**config.mk**
```make
export PLATFORM = sky130hd
export DESIGN_NAME = rheed_frame_ctrl_flat
export DESIGN_NICKNAME = d
export VERILOG_FILES = /design/src/rtl/rheed_frame_ctrl_if.sv /design/src/rtl/rheed_frame_ctrl.sv /design/src/flat_wrapper.sv
export SDC_FILE = /design/constraint.sdc
export NUM_CORES = 1
export LEC_CHECK = 0
export BUFFER_PORTS_ARGS = -buffer_cell sky130_fd_sc_hd__buf_4
export CORE_MARGIN = 2
export CORE_UTILIZATION = 45
export CTS_CLUSTER_SIZE = 28
export DETAILED_ROUTE_END_ITERATION = 10
export PLACE_DENSITY = 0.73
export SLEW_MARGIN = 20
export SYNTH_ARGS = -nofsm -noshare
export SYNTH_HDL_FRONTEND = slang
export SYNTH_SLANG_ARGS = --single-unit
```
**constraint.sdc**
```tcl
create_clock -name clk -period 5.88 [get_ports clk]
set_input_delay 1.176 -clock clk [delete_from_list [all_inputs] [get_ports clk]]
set_output_delay 1.176 -clock clk [all_outputs]
set_load 0.1 [all_outputs]
```
**src/rtl/rheed_frame_ctrl_if.sv**
```systemverilog
// Pipeline control/monitor bundle between the frame sequencer and the crop/normalise pipeline.
//   ap_start   : start request from the sequencer
//   ap_ready   : start acknowledge from the pipeline (AND of all crop_norm ap_ready)
//   out_tvalid : monitored pipeline output valid
//   out_tready : monitored pipeline output ready
// master = sequencer side, slave = pipeline/monitor side.
interface rheed_frame_ctrl_if;
   logic ap_start;
   logic ap_ready;
   logic out_tvalid;
   logic out_tready;

   modport master (
      output ap_start,
      input  ap_ready,
      input  out_tvalid,
      input  out_tready
   );

   modport slave (
      input  ap_start,
      output ap_ready,
      output out_tvalid,
      output out_tready
   );
endinterface

```
**src/rtl/rheed_frame_ctrl.sv**
```systemverilog
// Per-frame sequencer for the RHEED crop/normalise inference pipeline.
// Double-buffers crop coordinates (host-written shadow set, active set applied
// at the frame boundary), issues one ap_start per accepted frame, counts output
// beats to detect frame completion, and runs a watchdog plus drop/frame counters.
// Ports:
//   clk, reset            : clock, asynchronous active-low reset
//   enable, frame_sof     : frame acceptance enable, start-of-frame pulse
//   cfg_wr_*              : shadow coordinate write (index, x0, y0)
//   cfg_commit            : mark shadow set pending for the next frame
//   err_clr               : clear the sticky timeout flag
//   pipe                  : ap_start/ap_ready handshake and monitored output beats
//   crop_x0, crop_y0      : active coordinate arrays
//   busy, abort           : not-idle status, watchdog-expiry pulse
//   frame_cnt, drop_cnt   : completed frames (wraps), dropped frames (saturates)
//   timeout_err           : sticky watchdog flag
module rheed_frame_ctrl #(
   parameter  int unsigned IN_ROWS        = 20,
   parameter  int unsigned IN_COLS        = 20,
   parameter  int unsigned OUT_ROWS       = 20,
   parameter  int unsigned OUT_COLS       = 20,
   parameter  int unsigned NUM_CROPS      = 3,
   parameter  int unsigned TIMEOUT_CYCLES = 4096,
   localparam int unsigned IDX_W          = (NUM_CROPS > 1) ? $clog2(NUM_CROPS) : 1,
   localparam int unsigned X_W            = $clog2(IN_COLS),
   localparam int unsigned Y_W            = $clog2(IN_ROWS)
) (
   input  logic                           clk,
   input  logic                           reset,
   input  logic                           enable,
   input  logic                           frame_sof,
   input  logic                           cfg_wr_en,
   input  logic [IDX_W-1:0]               cfg_wr_idx,
   input  logic [X_W-1:0]                 cfg_wr_x0,
   input  logic [Y_W-1:0]                 cfg_wr_y0,
   input  logic                           cfg_commit,
   input  logic                           err_clr,
   rheed_frame_ctrl_if.master             pipe,
   output logic [NUM_CROPS-1:0][X_W-1:0]  crop_x0,
   output logic [NUM_CROPS-1:0][Y_W-1:0]  crop_y0,
   output logic                           busy,
   output logic                           abort,
   output logic [15:0]                    frame_cnt,
   output logic [15:0]                    drop_cnt,
   output logic                           timeout_err
);

   localparam int unsigned BEATS  = NUM_CROPS * OUT_ROWS * OUT_COLS;
   localparam int unsigned BEAT_W = $clog2(BEATS + 1);
   localparam int unsigned WD_W   = $clog2(TIMEOUT_CYCLES);
   localparam int unsigned X_MAX  = IN_COLS - OUT_COLS;
   localparam int unsigned Y_MAX  = IN_ROWS - OUT_ROWS;

   localparam logic [BEAT_W-1:0] BEAT_LAST = BEAT_W'(BEATS - 1);
   localparam logic [WD_W-1:0]   WD_LAST   = WD_W'(TIMEOUT_CYCLES - 1);

   typedef enum logic [1:0] {
      IDLE  = 2'd0,
      LOAD  = 2'd1,
      START = 2'd2,
      RUN   = 2'd3
   } state_t;

   state_t                         state_q,     state_d;
   logic [NUM_CROPS-1:0][X_W-1:0]  shadow_x_q,  shadow_x_d;
   logic [NUM_CROPS-1:0][Y_W-1:0]  shadow_y_q,  shadow_y_d;
   logic [NUM_CROPS-1:0][X_W-1:0]  crop_x0_d;
   logic [NUM_CROPS-1:0][Y_W-1:0]  crop_y0_d;
   logic                           pending_q,   pending_d;
   logic                           ap_start_q,  ap_start_d;
   logic [BEAT_W-1:0]              beat_cnt,    beat_cnt_d;
   logic [WD_W-1:0]                wd_cnt,      wd_cnt_d;
   logic                           busy_d, abort_d, timeout_err_d;
   logic [15:0]                    frame_cnt_d, drop_cnt_d;
   logic [X_W-1:0]                 wr_x_clamp;
   logic [Y_W-1:0]                 wr_y_clamp;
   logic                           beat;
   logic                           expire;

   assign pipe.ap_start = ap_start_q;
   assign beat          = pipe.out_tvalid && pipe.out_tready;

   // State and all outputs
   always_ff @(posedge clk or negedge reset) begin
      if (!reset) begin
         state_q     <= IDLE;
         shadow_x_q  <= '0;
         shadow_y_q  <= '0;
         crop_x0     <= '0;
         crop_y0     <= '0;
         pending_q   <= 1'b0;
         ap_start_q  <= 1'b0;
         beat_cnt    <= '0;
         wd_cnt      <= '0;
         busy        <= 1'b0;
         abort       <= 1'b0;
         frame_cnt   <= '0;
         drop_cnt    <= '0;
         timeout_err <= 1'b0;
      end else begin
         state_q     <= state_d;
         shadow_x_q  <= shadow_x_d;
         shadow_y_q  <= shadow_y_d;
         crop_x0     <= crop_x0_d;
         crop_y0     <= crop_y0_d;
         pending_q   <= pending_d;
         ap_start_q  <= ap_start_d;
         beat_cnt    <= beat_cnt_d;
         wd_cnt      <= wd_cnt_d;
         busy        <= busy_d;
         abort       <= abort_d;
         frame_cnt   <= frame_cnt_d;
         drop_cnt    <= drop_cnt_d;
         timeout_err <= timeout_err_d;
      end
   end

   // Next-state, shadow/active coordinates, watchdog and counters
   always_comb begin
      state_d       = state_q;
      shadow_x_d    = shadow_x_q;
      shadow_y_d    = shadow_y_q;
      crop_x0_d     = crop_x0;
      crop_y0_d     = crop_y0;
      pending_d     = pending_q;
      ap_start_d    = ap_start_q;
      beat_cnt_d    = beat_cnt;
      wd_cnt_d      = wd_cnt;
      abort_d       = 1'b0;
      frame_cnt_d   = frame_cnt;
      drop_cnt_d    = drop_cnt;
      timeout_err_d = timeout_err;
      expire        = 1'b0;
      wr_x_clamp    = (32'(cfg_wr_x0) > X_MAX) ? X_W'(X_MAX) : cfg_wr_x0;
      wr_y_clamp    = (32'(cfg_wr_y0) > Y_MAX) ? Y_W'(Y_MAX) : cfg_wr_y0;

      // Out-of-range indices match no entry and are dropped
      if (cfg_wr_en) begin
         for (int unsigned i = 0; i < NUM_CROPS; i++) begin
            if (32'(cfg_wr_idx) == i) begin
               shadow_x_d[i] = wr_x_clamp;
               shadow_y_d[i] = wr_y_clamp;
            end
         end
      end

      // Cleared first so a same-cycle expiry below keeps the flag set
      if (err_clr) timeout_err_d = 1'b0;

      case (state_q)
         IDLE: begin
            if (frame_sof && enable) state_d = LOAD;
         end
         LOAD: begin
            // Copies the registered shadow, so a same-cycle write lands next frame
            if (pending_q) begin
               crop_x0_d = shadow_x_q;
               crop_y0_d = shadow_y_q;
               pending_d = 1'b0;
            end
            wd_cnt_d   = '0;
            ap_start_d = 1'b1;
            state_d    = START;
         end
         START: begin
            if (ap_start_q && pipe.ap_ready) begin
               ap_start_d = 1'b0;
               wd_cnt_d   = '0;
               state_d    = RUN;
            end else if (wd_cnt == WD_LAST) begin
               expire = 1'b1;
            end else begin
               wd_cnt_d = wd_cnt + WD_W'(1);
            end
         end
         RUN: begin
            if (beat) begin
               wd_cnt_d = '0;
               if (beat_cnt == BEAT_LAST) begin
                  beat_cnt_d  = '0;
                  frame_cnt_d = frame_cnt + 16'd1;
                  state_d     = IDLE;
               end else begin
                  beat_cnt_d = beat_cnt + BEAT_W'(1);
               end
            end else if (wd_cnt == WD_LAST) begin
               expire = 1'b1;
            end else begin
               wd_cnt_d = wd_cnt + WD_W'(1);
            end
         end
         default: state_d = IDLE;
      endcase

      if (expire) begin
         state_d       = IDLE;
         ap_start_d    = 1'b0;
         beat_cnt_d    = '0;
         wd_cnt_d      = '0;
         abort_d       = 1'b1;
         timeout_err_d = 1'b1;
      end

      // Commit wins over the LOAD-cycle clear
      if (cfg_commit) pending_d = 1'b1;

      // No queueing: any sof while not idle is a drop
      if (frame_sof && (state_q != IDLE) && (drop_cnt != 16'hFFFF))
         drop_cnt_d = drop_cnt + 16'd1;

      busy_d = (state_d != IDLE);
   end

endmodule

```
**src/flat_wrapper.sv**
```systemverilog
// flat-port wrapper written by rule: the top's interface ports become plain ports
module rheed_frame_ctrl_flat 
#(
   parameter  int unsigned IN_ROWS        = 20,
   parameter  int unsigned IN_COLS        = 20,
   parameter  int unsigned OUT_ROWS       = 20,
   parameter  int unsigned OUT_COLS       = 20,
   parameter  int unsigned NUM_CROPS      = 3,
   parameter  int unsigned TIMEOUT_CYCLES = 4096,
   localparam int unsigned IDX_W          = (NUM_CROPS > 1) ? $clog2(NUM_CROPS) : 1,
   localparam int unsigned X_W            = $clog2(IN_COLS),
   localparam int unsigned Y_W            = $clog2(IN_ROWS)
)
  (clk, reset, enable, frame_sof, cfg_wr_en, cfg_wr_idx, cfg_wr_x0, cfg_wr_y0, cfg_commit, err_clr, crop_x0, crop_y0, busy, abort, frame_cnt, drop_cnt, timeout_err, pipe_ap_start, pipe_ap_ready, pipe_out_tvalid, pipe_out_tready);
  rheed_frame_ctrl_if pipe_i ();
  input  logic clk;
  input  logic reset;
  input  logic enable;
  input  logic frame_sof;
  input  logic cfg_wr_en;
  input  logic [IDX_W-1:0] cfg_wr_idx;
  input  logic [X_W-1:0] cfg_wr_x0;
  input  logic [Y_W-1:0] cfg_wr_y0;
  input  logic cfg_commit;
  input  logic err_clr;
  output logic [NUM_CROPS-1:0][X_W-1:0] crop_x0;
  output logic [NUM_CROPS-1:0][Y_W-1:0] crop_y0;
  output logic busy;
  output logic abort;
  output logic [15:0] frame_cnt;
  output logic [15:0] drop_cnt;
  output logic timeout_err;
  output wire logic [$bits(pipe_i.ap_start)-1:0] pipe_ap_start;
  input wire logic [$bits(pipe_i.ap_ready)-1:0] pipe_ap_ready;
  input wire logic [$bits(pipe_i.out_tvalid)-1:0] pipe_out_tvalid;
  input wire logic [$bits(pipe_i.out_tready)-1:0] pipe_out_tready;
  assign pipe_ap_start = pipe_i.ap_start;
  assign pipe_i.ap_ready = pipe_ap_ready;
  assign pipe_i.out_tvalid = pipe_out_tvalid;
  assign pipe_i.out_tready = pipe_out_tready;
  rheed_frame_ctrl #(.IN_ROWS(IN_ROWS), .IN_COLS(IN_COLS), .OUT_ROWS(OUT_ROWS), .OUT_COLS(OUT_COLS), .NUM_CROPS(NUM_CROPS), .TIMEOUT_CYCLES(TIMEOUT_CYCLES)) u_core (.clk(clk), .reset(reset), .enable(enable), .frame_sof(frame_sof), .cfg_wr_en(cfg_wr_en), .cfg_wr_idx(cfg_wr_idx), .cfg_wr_x0(cfg_wr_x0), .cfg_wr_y0(cfg_wr_y0), .cfg_commit(cfg_commit), .err_clr(err_clr), .pipe(pipe_i), .crop_x0(crop_x0), .crop_y0(crop_y0), .busy(busy), .abort(abort), .frame_cnt(frame_cnt), .drop_cnt(drop_cnt), .timeout_err(timeout_err));
endmodule
```
Yosys cells after proc, flatten, opt, wreduce, memory -nomap -nowiden. Index checks and enable logic that the tools add are counted.

Register bits: 122. Input port bits: 22. Output and inout port bits: 66. Logic and storage cells: 88.

$add $sub $neg: 4. Magnitude comparators: 2. Equal/unequal tests: 9. Mux-type cells: 29. Reduce and logical (&&, ||, !) cells: 22.

Operator list (count): 12-bit 2-to-1 mux (4); 11-bit 2-to-1 mux (4); 12-bit case mux with 3 select lines (1); 16-bit by 1-bit adder with 16-bit output (second input constant) (2); 16-bit != test (second input constant) (1); 12-bit by 1-bit adder with 12-bit output (second input constant) (1); 12-bit equality test (second input constant) (1); 2-bit AND reduction (6); 2-bit nonzero test (6); 11-bit by 1-bit adder with 11-bit output (second input constant) (1); 11-bit equality test (second input constant) (1); 5-bit by 1-bit > comparator with 1-bit output (second input constant) (2); 1-bit 2-to-1 mux (10); 2-bit 2-to-1 mux (5); 5-bit 2-to-1 mux (2); 2-bit case mux with 4 select lines (1); 2-bit equality test (second input constant) (3); 1-bit logical AND (5); 2-bit by 1-bit equality test with 1-bit output (second input constant) (2); 2-bit logical NOT (2); 1-bit case mux with 2 select lines (2); 4-bit nonzero test (1); 3-bit by 1-bit != test with 1-bit output (second input constant) (1); 3-bit AND reduction (1); 3-bit nonzero test (1).

Logic depth before layout (Yosys ltp). Gate-level depths: netlist of run 1.

Word-level depth: 6. Depth in mapped cells: 7. Depth with buffers taken out: 6.

Worst setup path after synthesis of run 1. Ideal clock, no wire load.

Path kind: register to register. Start: reg u_core.drop_cnt[0]. End: reg u_core.drop_cnt[6]. Library setup time: 0.164 ns. Arrival time: 2.247 ns. Data required time: 5.716 ns. Path slack: 3.469 ns. Cell stages (with the launch flop): 7. Buffers on the path: 1. Clock period less this slack: 2.411 ns. Cells stage by stage: dfrtp_1 ha_1 nand4_1 nor4_1 buf_2 nor3_1 xor2_1.

Cells in the longest elaborated chain, start to end: 2. Elaborated cells between the ends (all ways): 3. Classes of those cells: add/sub: 1; eq/ne: 1; reduce/logical: 1.

Ends and longest elaborated chain: start: declaration (line rheed_frame_ctrl.sv:43) `output logic [15:0] drop_cnt,`; start signal: assignment (line rheed_frame_ctrl.sv:112) `drop_cnt <= drop_cnt_d;`; branches (longest 2 deep; another with 16-bit by 1-bit adder with 16-bit output).

Parallel ways; which one is timed is not known. A chain may end at the register's enable or synchronous reset.

Worst setup path after layout of run 1.
Start: reg u_core.frame_cnt[9]. End: out frame_cnt[9].

RTL lines: start: declaration (line rheed_frame_ctrl.sv:42) `output logic [15:0] frame_cnt,`; start signal: assignment (line rheed_frame_ctrl.sv:111) `frame_cnt <= frame_cnt_d;`; end: declaration (line flat_wrapper.sv:30) `output logic [15:0] frame_cnt;`.

No word-level cell between the ends.

==> impl_metrics.ini, run 1 <==
[die]
core_area_um2 = 11500
dieArea_um2 = 12700
initial_utilization_pct = 46.4
die_w_um = 113
std_cell_rows = 39
ioPinCount = 88
die_h_um = 113

[min_path]
whs_path_depth = 1
min_from = u_core.frame_cnt[15]$_DFFE_PN0P_
hp-class = flip-flop to flip-flop
holdPathEnd = u_core.frame_cnt[15]$_DFFE_PN0P_

[run_status]
status = completed

[synth]
synth_top_cell_area_share_pct = 57.4
yosys.area_share.simple_pct = 20.7
syn-cell-area_um2 = 5320
synth-compound-area-share_pct = 5.06
synthArstFlopShare_pct = 100
syn_inst = 445
yosys.area.top_type = dfrtp_1
yosys.area_share.xor_xnor_pct = 6.09
synth_edf_count = 0
syn_avg_cell_area_um2 = 12.0
ys_warn_count = 0
synth_mux_area_share_pct = 6.96
synth.area.top_cells = dfrtp_1, mux2_2, xnor2_1
yosysSeqAreaShare_pct = 57.4
synth_fa_ha_area_share_pct = 2.12
synth_top_family_by_area = simple AND/OR/NAND/NOR gates
ys_seq_elements = 122
synth-main-ff-cell = dfrtp_1
synth_cell_type_count = 57
syn_nets = 476

[setup_path]
slowest_stage = dfrtp_1
cp-end-kind = output port
crit_type = flip-flop to output port
path_cells = buf_4
required_ps = 4700
r2r_setup_slack_ps = 3570
critical_path.max_stage_delay_ps = 450
cp_max_fo = 6
arrival_ps = 1200
path_buf_inv = 1
r2r-end = u_core.state_q[1]$_DFF_PN0_
timing.rr.start = u_core.state_q[0]$_DFF_PN0_
worstSetupPathDepth = 1
crit_family = flip-flops
r2r.worst_path.cells = 6
worstSetupStartpointType = flip-flop

[placement]
place_congestion = 0.798
place_inst = 659
port_buffers = 77
placed_cell_area_um2 = 6050
dp_hpwl_um = 6910

[finish]
nNetsFinal = 566
area.growth.synth_to_final_pct = 24.9
fillers = 931
drive_gt1_share_pct = 30.3
antenna_cells = 0
fin_area_um2 = 6650
utilization_pct = 58.0
stdcell_count = 691

[clock_tree]
worstSkewPairLatency_ps = 420
cts_root_buf = clkbuf_16
cts_setup_buffers = 0
clk_pin_slew_ps = 60
cts_sinks = 122
cts_resized = 0
cts_tree = yes
ctsHoldBuffers = 0
clock_path_buffers = 2
cts_inserted_buffers = 17
htree_levels = 4

[detailed_routing]
ant_nets = 0
first_iter_violations = 278
vias = 3656
wire_per_inst_um = 15.4
drc = 0
dr.pass1.iters = 4
viasPerCell = 5.29
finalWirelength_um = 10600

[sta]
setup_violations = 0
hold_viol = 0
finalSetupTns_ps = 0
worst_pin_slew_ps = 972
rsz0062_at_grt = no
finalClockSkew_ps = 8.75
fin_crit_ps = 2380
slew_violations = 0
slew-limit-headroom_pct = 35.2
period_share_pct = 40.4
fmax_ghz = 0.421

[grt]
track_usage_pct = 18.0
grt.overflow.total = 0
grt_pass1_vias = 3758
antenna_found_initial = 0
grt_pass1_wl_um = 18000
grt_max_degree = 78

[power]
pwr_density_cell_nw_per_um2 = 349
total_leakage_power_nw = 3.27
ir_drop_v = 0.000521

[flow_run]
cap_viol_max_count = 0
state kept, by name, summed over array words and instances (netlist names):
| name | flops |
|---|---|
| u_core.abort | 1 |
| u_core.beat_cnt | 11 |
| u_core.busy | 1 |
| u_core.crop_x0 | 15 |
| u_core.crop_y0 | 15 |
| u_core.drop_cnt | 16 |
| u_core.frame_cnt | 16 |
| u_core.pending_q | 1 |
| u_core.pipe.ap_start | 1 |
| u_core.shadow_x_q | 15 |
| u_core.shadow_y_q | 15 |
| u_core.state_q | 2 |
| u_core.timeout_err | 1 |
| u_core.wd_cnt | 12 |
worst max-delay path by stage:
| stage | from | to | slack [ps] |
|---|---|---|---|
| 2_1_floorplan | u_core.drop_cnt[0]$_DFFE_PN0P_ | u_core.drop_cnt[6]$_DFFE_PN0P_ | 3470 |
| 3_3_place_gp | pipe_out_tvalid | u_core.beat_cnt[8]$_DFFE_PN0P_ | 3140 |
| 3_5_place_dp | pipe_out_tvalid | u_core.state_q[1]$_DFF_PN0_ | 3110 |
| 4_1_cts | u_core.drop_cnt[5]$_DFFE_PN0P_ | drop_cnt[5] | 3490 |
| 5_1_grt | u_core.drop_cnt[0]$_DFFE_PN0P_ | u_core.drop_cnt[1]$_DFFE_PN0P_ | 3360 |
| 6_report | u_core.frame_cnt[9]$_DFFE_PN0P_ | frame_cnt[9] | 3500 |
cells in the final DEF (no fill, tap or decap), types with 10 or more instances in the layout:
| cell | instances |
|---|---|
| o21ai_0 | 10 |
| nor2b_1 | 12 |
| buf_4 | 81 |
| nand4_1 | 15 |
| mux2_2 | 32 |
| xor2_1 | 18 |
| nor3_1 | 14 |
| xnor2_1 | 19 |
| and2_1 | 20 |
| nand3_1 | 21 |
| dfrtp_1 | 122 |
| nand2_1 | 32 |
| nor2_1 | 22 |
| and3_1 | 10 |
| clkbuf_16 | 17 |
where the power goes:
part	total, mW	switching [mW]	internal (mW)	leakage [nW]
registers	0.918	0.0470	0.871	1.62
logic	0.359	0.287	0.0720	1.36
clock network	1.04	0.402	0.643	0.286
total	2.32	0.736	1.59	3.27
cell usage after synthesis (4+ instances only):
master    number
nor2_1        22
nor4_1         6
clkbuf_1       5
ha_1           9
dfrtp_1      122
a21oi_1        9
nor2b_1       12
xor2_1        18
nand4_1       15
nand3b_1       4
nor3_1        14
and3_1        10
xnor2_1       19
inv_1          8
nor4_2         4
nand2_1       32
nand3_1       21
o21ai_0       10
or3_1          4
mux2_2        32
and2_1        20
area by class of cell:
cell class | count | area [µm²] | share of cell area (%)
Sequential cell | 122 | 3050 | 45.9
Multi-Input combinational cell | 305 | 2180 | 32.8
Timing Repair Buffer | 81 | 608 | 9.15
Clock buffer | 18 | 439 | 6.61
Tap cell | 143 | 179 | 2.69
Clock inverter | 14 | 160 | 2.41
Inverter | 8 | 30.0 | 0.452
cells by family (layout without fill, tap and decap cells):
group           count (synthesis)  after routing
compound gates                 40             40
xor+xnor                       37             37
fa+ha+maj                       9              9
buf+inv                        18            121
flops                         122            122
mux                            33             33
simple gates                  186            186
metal layers:
| metal | global-route usage [%] | vias up | wire [µm] |
|---|---|---|---|
| met3 | 5.95 | 17 | 565 |
| met5 | 0 | - | 0 |
| met2 | 28.7 | 91 | 5090 |
| met4 | 7.56 | 0 | 211 |
| met1 | 22.6 | 1788 | 4750 |
| li1 | - | 1760 | - |
through the flow:
stage / setup WS (ps) / power (mW) / hold slack (ps)
finish: 3500 / 2.32 / 480
global placement: 3140 / 1.29 / 465
floorplan: 3470 / 1.19 / 449
CTS: 3490 / 2.35 / 485
global route: 3360 / 2.41 / 496
detailed placement: 3110 / 1.29 / 467
No activity file was read; power rests on OpenSTA's default activity.
==> inputs of run 2 (changes only) <==
- PLACE_DENSITY: 0.73 -> 0.76
- clock period: 5.88 -> 2 ns (I/O delays scaled with it)
==> impl_metrics.ini, run 2 (same netlist as run 1, synthesis figures left out) <==
[power]
pwr_density_cell_nw_per_um2 = 986
total_leakage_power_nw = 3.30
p_total_mw = 6.66
ir_drop_v = 0.00113

[sta]
setup_violations = 0
hold_slack_ps = 167
slew-limit-headroom_pct = 70.2
slew_violations = 0
fmax_ghz = 0.532
fin_crit_ps = 1880
hold_viol = 0
worst_pin_slew_ps = 447
finalClockSkew_ps = 6.52
finalSetupTns_ps = 0
rsz0062_at_grt = no
period_share_pct = 93.9

[finish]
drive_gt1_share_pct = 34.4
layout_common_cells = dfrtp_1, buf_4, nand2_1, mux2_2, nor2_1
reg_top3 = u_core.drop_cnt: 16 flops, u_core.frame_cnt: 16 flops
stdcell_count = 701
antenna_cells = 0
nNetsFinal = 576
area.growth.synth_to_final_pct = 27.0
final_common_cell = dfrtp_1

[clock_tree]
worstSkewPairLatency_ps = 410
htree_levels = 4
clock_path_buffers = 2
cts_sinks = 122
cts_inserted_buffers = 17
cts_tree = yes
cts_setup_buffers = 0
cts_root_buf = clkbuf_16
clk_pin_slew_ps = 50

[min_path]
min_from = cfg_commit
holdPathEnd = u_core.pending_q$_DFFE_PN0P_
hp-class = primary input to flip-flop
whs_path_depth = 2

[die]
dieArea_um2 = 12700
die_w_um = 113
ioPinCount = 88
die_h_um = 113
core_area_um2 = 11500
std_cell_rows = 39
initial_utilization_pct = 46.4

[detailed_routing]
finalWirelength_um = 10600
viasPerCell = 5.31
wire_per_inst_um = 15.1
drc = 0
vias = 3725
first_iter_violations = 231
dr.pass1.iters = 4
ant_nets = 0

[flow_run]
cap_viol_max_count = 0

[setup_path]
r2r_setup_slack_ps = 120
crit_type = flip-flop to flip-flop
timing.rr.start = u_core.state_q[0]$_DFF_PN0_
r2r.worst_path.cells = 5
cp_max_fo = 7
r2r-end = u_core.wd_cnt[10]$_DFFE_PN0P_
required_ps = 2310
arrival_ps = 2190
cp-end-kind = flip-flop
worstSetupStartpointType = flip-flop

[run_status]
status = completed

[placement]
place_inst = 668
port_buffers = 77
place_congestion = 0.827
dp_hpwl_um = 7240

[grt]
grt.overflow.total = 0
grt_pass1_vias = 3882
grt_pass1_wl_um = 18200
track_usage_pct = 17.9
antenna_found_initial = 0
grt_max_degree = 65
==> run 2: changes by cell type in the layout (fill, tap and decap cells not counted), moves of 2 or more <==
| cell | delta |
|---|---|
| clkinv_2 | +2 |
| dfrtp_4 | +2 |
| buf_12 | +3 |
| dfrtp_1 | -16 |
| buf_4 | +6 |
| dfrtp_2 | +14 |
==> run 2: how the worst max path moves through the flow <==
stage                                    startpoint  depth (start not counted)  slack [ps]                               to
floorplan           u_core.drop_cnt[14]$_DFFE_PN0P_                          5           2   u_core.drop_cnt[3]$_DFFE_PN0P_
global placement        u_core.state_q[0]$_DFF_PN0_                          6         160  u_core.drop_cnt[11]$_DFFE_PN0P_
detailed placement   u_core.beat_cnt[0]$_DFFE_PN0P_                          6         120  u_core.frame_cnt[6]$_DFFE_PN0P_
CTS                     u_core.state_q[0]$_DFF_PN0_                          6          90  u_core.drop_cnt[11]$_DFFE_PN0P_
global route            u_core.state_q[0]$_DFF_PN0_                          5           6    u_core.wd_cnt[10]$_DFFE_PN0P_
finish                  u_core.state_q[0]$_DFF_PN0_                          5         120    u_core.wd_cnt[10]$_DFFE_PN0P_
==> run 2: metrics by stage <==
| stage | util [%] | instance area, µm² | setup slack (ps) |
|---|---|---|---|
| global placement | 53.9 | 6180 | 158 |
| finish | 58.9 | 6760 | 121 |
| CTS | 58.9 | 6750 | 94.8 |
| floorplan | - | 5350 | 2.41 |
| global route | 58.9 | 6760 | 6.21 |
| detailed placement | 53.9 | 6180 | 124 |
==> run 2: timing repair <==
action,in CTS,in global routing
resized for setup,0,2
hold buffers,1,0
endpoints found under the setup margin,0,3
endpoints found under the hold margin,32,0
==> run 2: cell type report <==
class | count | area (µm²)
Tap cell | 143 | 179
Timing Repair Buffer | 91 | 723
Clock buffer | 19 | 443
Clock inverter | 13 | 119
Sequential cell | 122 | 3080
Fill cell | 935 | 4710
Multi-Input combinational cell | 305 | 2190
Inverter | 8 | 30.0
==> run 2: power breakdown <==
part           switching (mW)  leakage, nW  internal [mW]
logic                   0.850         1.43          0.224
registers               0.129         1.61           2.59
clock network            1.12        0.266           1.75
total                    2.10         3.30           4.56
==> run 2: routing by layer <==
metal,GRT usage [%],wire (µm)
met1,22.0,4540
met2,29.6,5430
met3,5.25,461
met4,7.48,159
met5,0,0
==> run 2: critical path, cell delays in order (launching register included) <==
cell	delay (ps)
dfrtp_1	410
ha_1	310
a21bo_2	300
and2_4	160
or3_1	370
o31ai_1	220
==> inputs of run 3 (changes only) <==
- BUFFER_PORTS_ARGS: -buffer_cell sky130_fd_sc_hd__buf_4 -> default
- DONT_BUFFER_PORTS: default -> 1
- MAX_ROUTING_LAYER: default -> met4
- PLACE_DENSITY: 0.76 -> 0.69
- TNS_END_PERCENT: default -> 20
==> impl_metrics.ini, run 3 (same netlist as run 1, synthesis figures left out) <==
[run_status]
status = finished, violations left
violations = negative hold slack

[die]
ioPinCount = 88
die_w_um = 113
std_cell_rows = 39
core_area_um2 = 11500
die_h_um = 113
initial_utilization_pct = 46.4
dieArea_um2 = 12700

[detailed_routing]
vias = 3549
viasPerCell = 5.38
finalWirelength_um = 10300
ant_nets = 0
first_iter_violations = 247
wire_per_inst_um = 15.6
drc = 0
dr.pass1.iters = 4

[sta]
finalClockSkew_ps = 4.13
hold_slack_ps = -318
slew_violations = 0
hold_viol = 122
slew-limit-headroom_pct = 38.4
fmax_ghz = 0.536
worst_pin_slew_ps = 924
fin_crit_ps = 1860
period_share_pct = 93.2
rsz0062_at_grt = no
setup_violations = 0
finalSetupTns_ps = 0

[power]
total_leakage_power_nw = 3.09
ir_drop_v = 0.00116
switchingPower_mw = 1.99
power_frac_comb_pct = 15.9
seqPwrFrac_pct = 40.1
p_int_mw = 4.65
pwr_density_cell_nw_per_um2 = 1030
switching_share_pct = 30.0
clkPwrFrac_pct = 44.0

[setup_path]
worstSetupStartpointType = flip-flop
required_ps = 2330
cp_max_fo = 5
crit_type = flip-flop to flip-flop
arrival_ps = 2200
cp-end-kind = flip-flop

[grt]
track_usage_pct = 18.1
grt_pass1_vias = 3639
grt.overflow.total = 0
antenna_found_initial = 0
grt_max_degree = 123
grt_pass1_wl_um = 17700

[finish]
drive_gt1_share_pct = 29.0
reg_top3 = u_core.drop_cnt: 16 flops, u_core.frame_cnt: 16 flops
nNetsFinal = 535
final_common_cell = dfrtp_1
antenna_cells = 0
layout_common_cells = dfrtp_1, buf_4, nand2_1, mux2_2
area.growth.synth_to_final_pct = 21.4

[clock_tree]
htree_levels = 4
cts_tree = yes
cts_sinks = 122
cts_inserted_buffers = 17
cts_setup_buffers = 0
worstSkewPairLatency_ps = 410
clock_path_buffers = 2
cts_root_buf = clkbuf_16
clk_pin_slew_ps = 50

[flow_run]
cap_viol_max_count = 0

[placement]
place_congestion = 0.813
dp_hpwl_um = 6970
port_buffers = 0

[min_path]
hp-class = primary input to async pin
## run 3: changes by cell type in the layout (fill, tap and decap cells not counted), sizes merged
cell	previous run	this run
buf	90	50
bufinv	1	2
clkbuf	19	21
clkinv	5	6
clkinvlp	4	2
dlygate4sd3	1	0
inv	11	9
## run 3: final cells by class
| cell class | instances | area, µm² |
|---|---|---|
| repair buffers | 50 | 413 |
| clock buffers | 21 | 450 |
| fillers | 935 | 5010 |
| flip-flops and latches | 122 | 3080 |
| multi-input cells | 305 | 2190 |
| inverters | 8 | 30.0 |
| well taps | 143 | 179 |
| clock inverters | 11 | 121 |
## run 3: path summary, 6_finish.rpt
check | slack (ps) | startpoint | to | cells past startpoint
max in group asynchronous | 2140 | reset | u_core.drop_cnt[2]$_DFFE_PN0P_ | 0
min in group clk | 80 | cfg_commit | u_core.pending_q$_DFFE_PN0P_ | 1
setup / recovery | 140 | u_core.beat_cnt[1]$_DFFE_PN0P_ | u_core.beat_cnt[4]$_DFFE_PN0P_ | 6
setup reg to reg | 140 | u_core.beat_cnt[1]$_DFFE_PN0P_ | u_core.beat_cnt[4]$_DFFE_PN0P_ | 6
hold / removal | -320 | reset | u_core.frame_cnt[12]$_DFFE_PN0P_ | 0
hold reg to reg | 470 | u_core.frame_cnt[15]$_DFFE_PN0P_ | u_core.frame_cnt[15]$_DFFE_PN0P_ | 1
## run 3: routing by layer
metal	vias to the layer above	routed length [µm]	part of all wire [%]	GRT usage [%]
met5	-	0	0	-
met4	0	193	1.9	7.97
met3	16	483	4.7	6.21
met2	67	5040	49	27.2
met1	1767	4580	44	22.2
li1	1699	-	-	-
## run 3: per-stage QoR
step                      util, %  area, µm²  power [mW]  setup slack, ps  std cells
final                        56.3       6460        6.64              135        660
after global routing         56.3       6460        6.89             34.9        660
after CTS                    56.3       6450        6.72              134        660
after detailed placement     51.3       5880        3.77              143        628
after global placement       51.3       5880        3.75              180        628
after floorplan                 -       5350        3.54             2.41        445
## run 3: power by group through the flow
stage	clock network, mW	logic, mW	registers [mW]
floorplan	0	0.138	3.40
global placement	0	1.05	2.70
detailed placement	0	1.06	2.71
CTS	2.99	1.06	2.67
global route	3.12	1.10	2.68
finish	2.92	1.05	2.67
## run 3: repair_timing
action                                 CTS  global route
endpoints found under the hold margin  122           122
resized for setup                        0             2
setup endpoints to repair                0             5
## run 3: critical path, stage by stage, from the launching register on
cell and delay [ps]:
dfrtp_1 410, ha_1 230, and4_4 220, and4b_1 290, buf_4 170, or3_1 340
a21oi_1 130
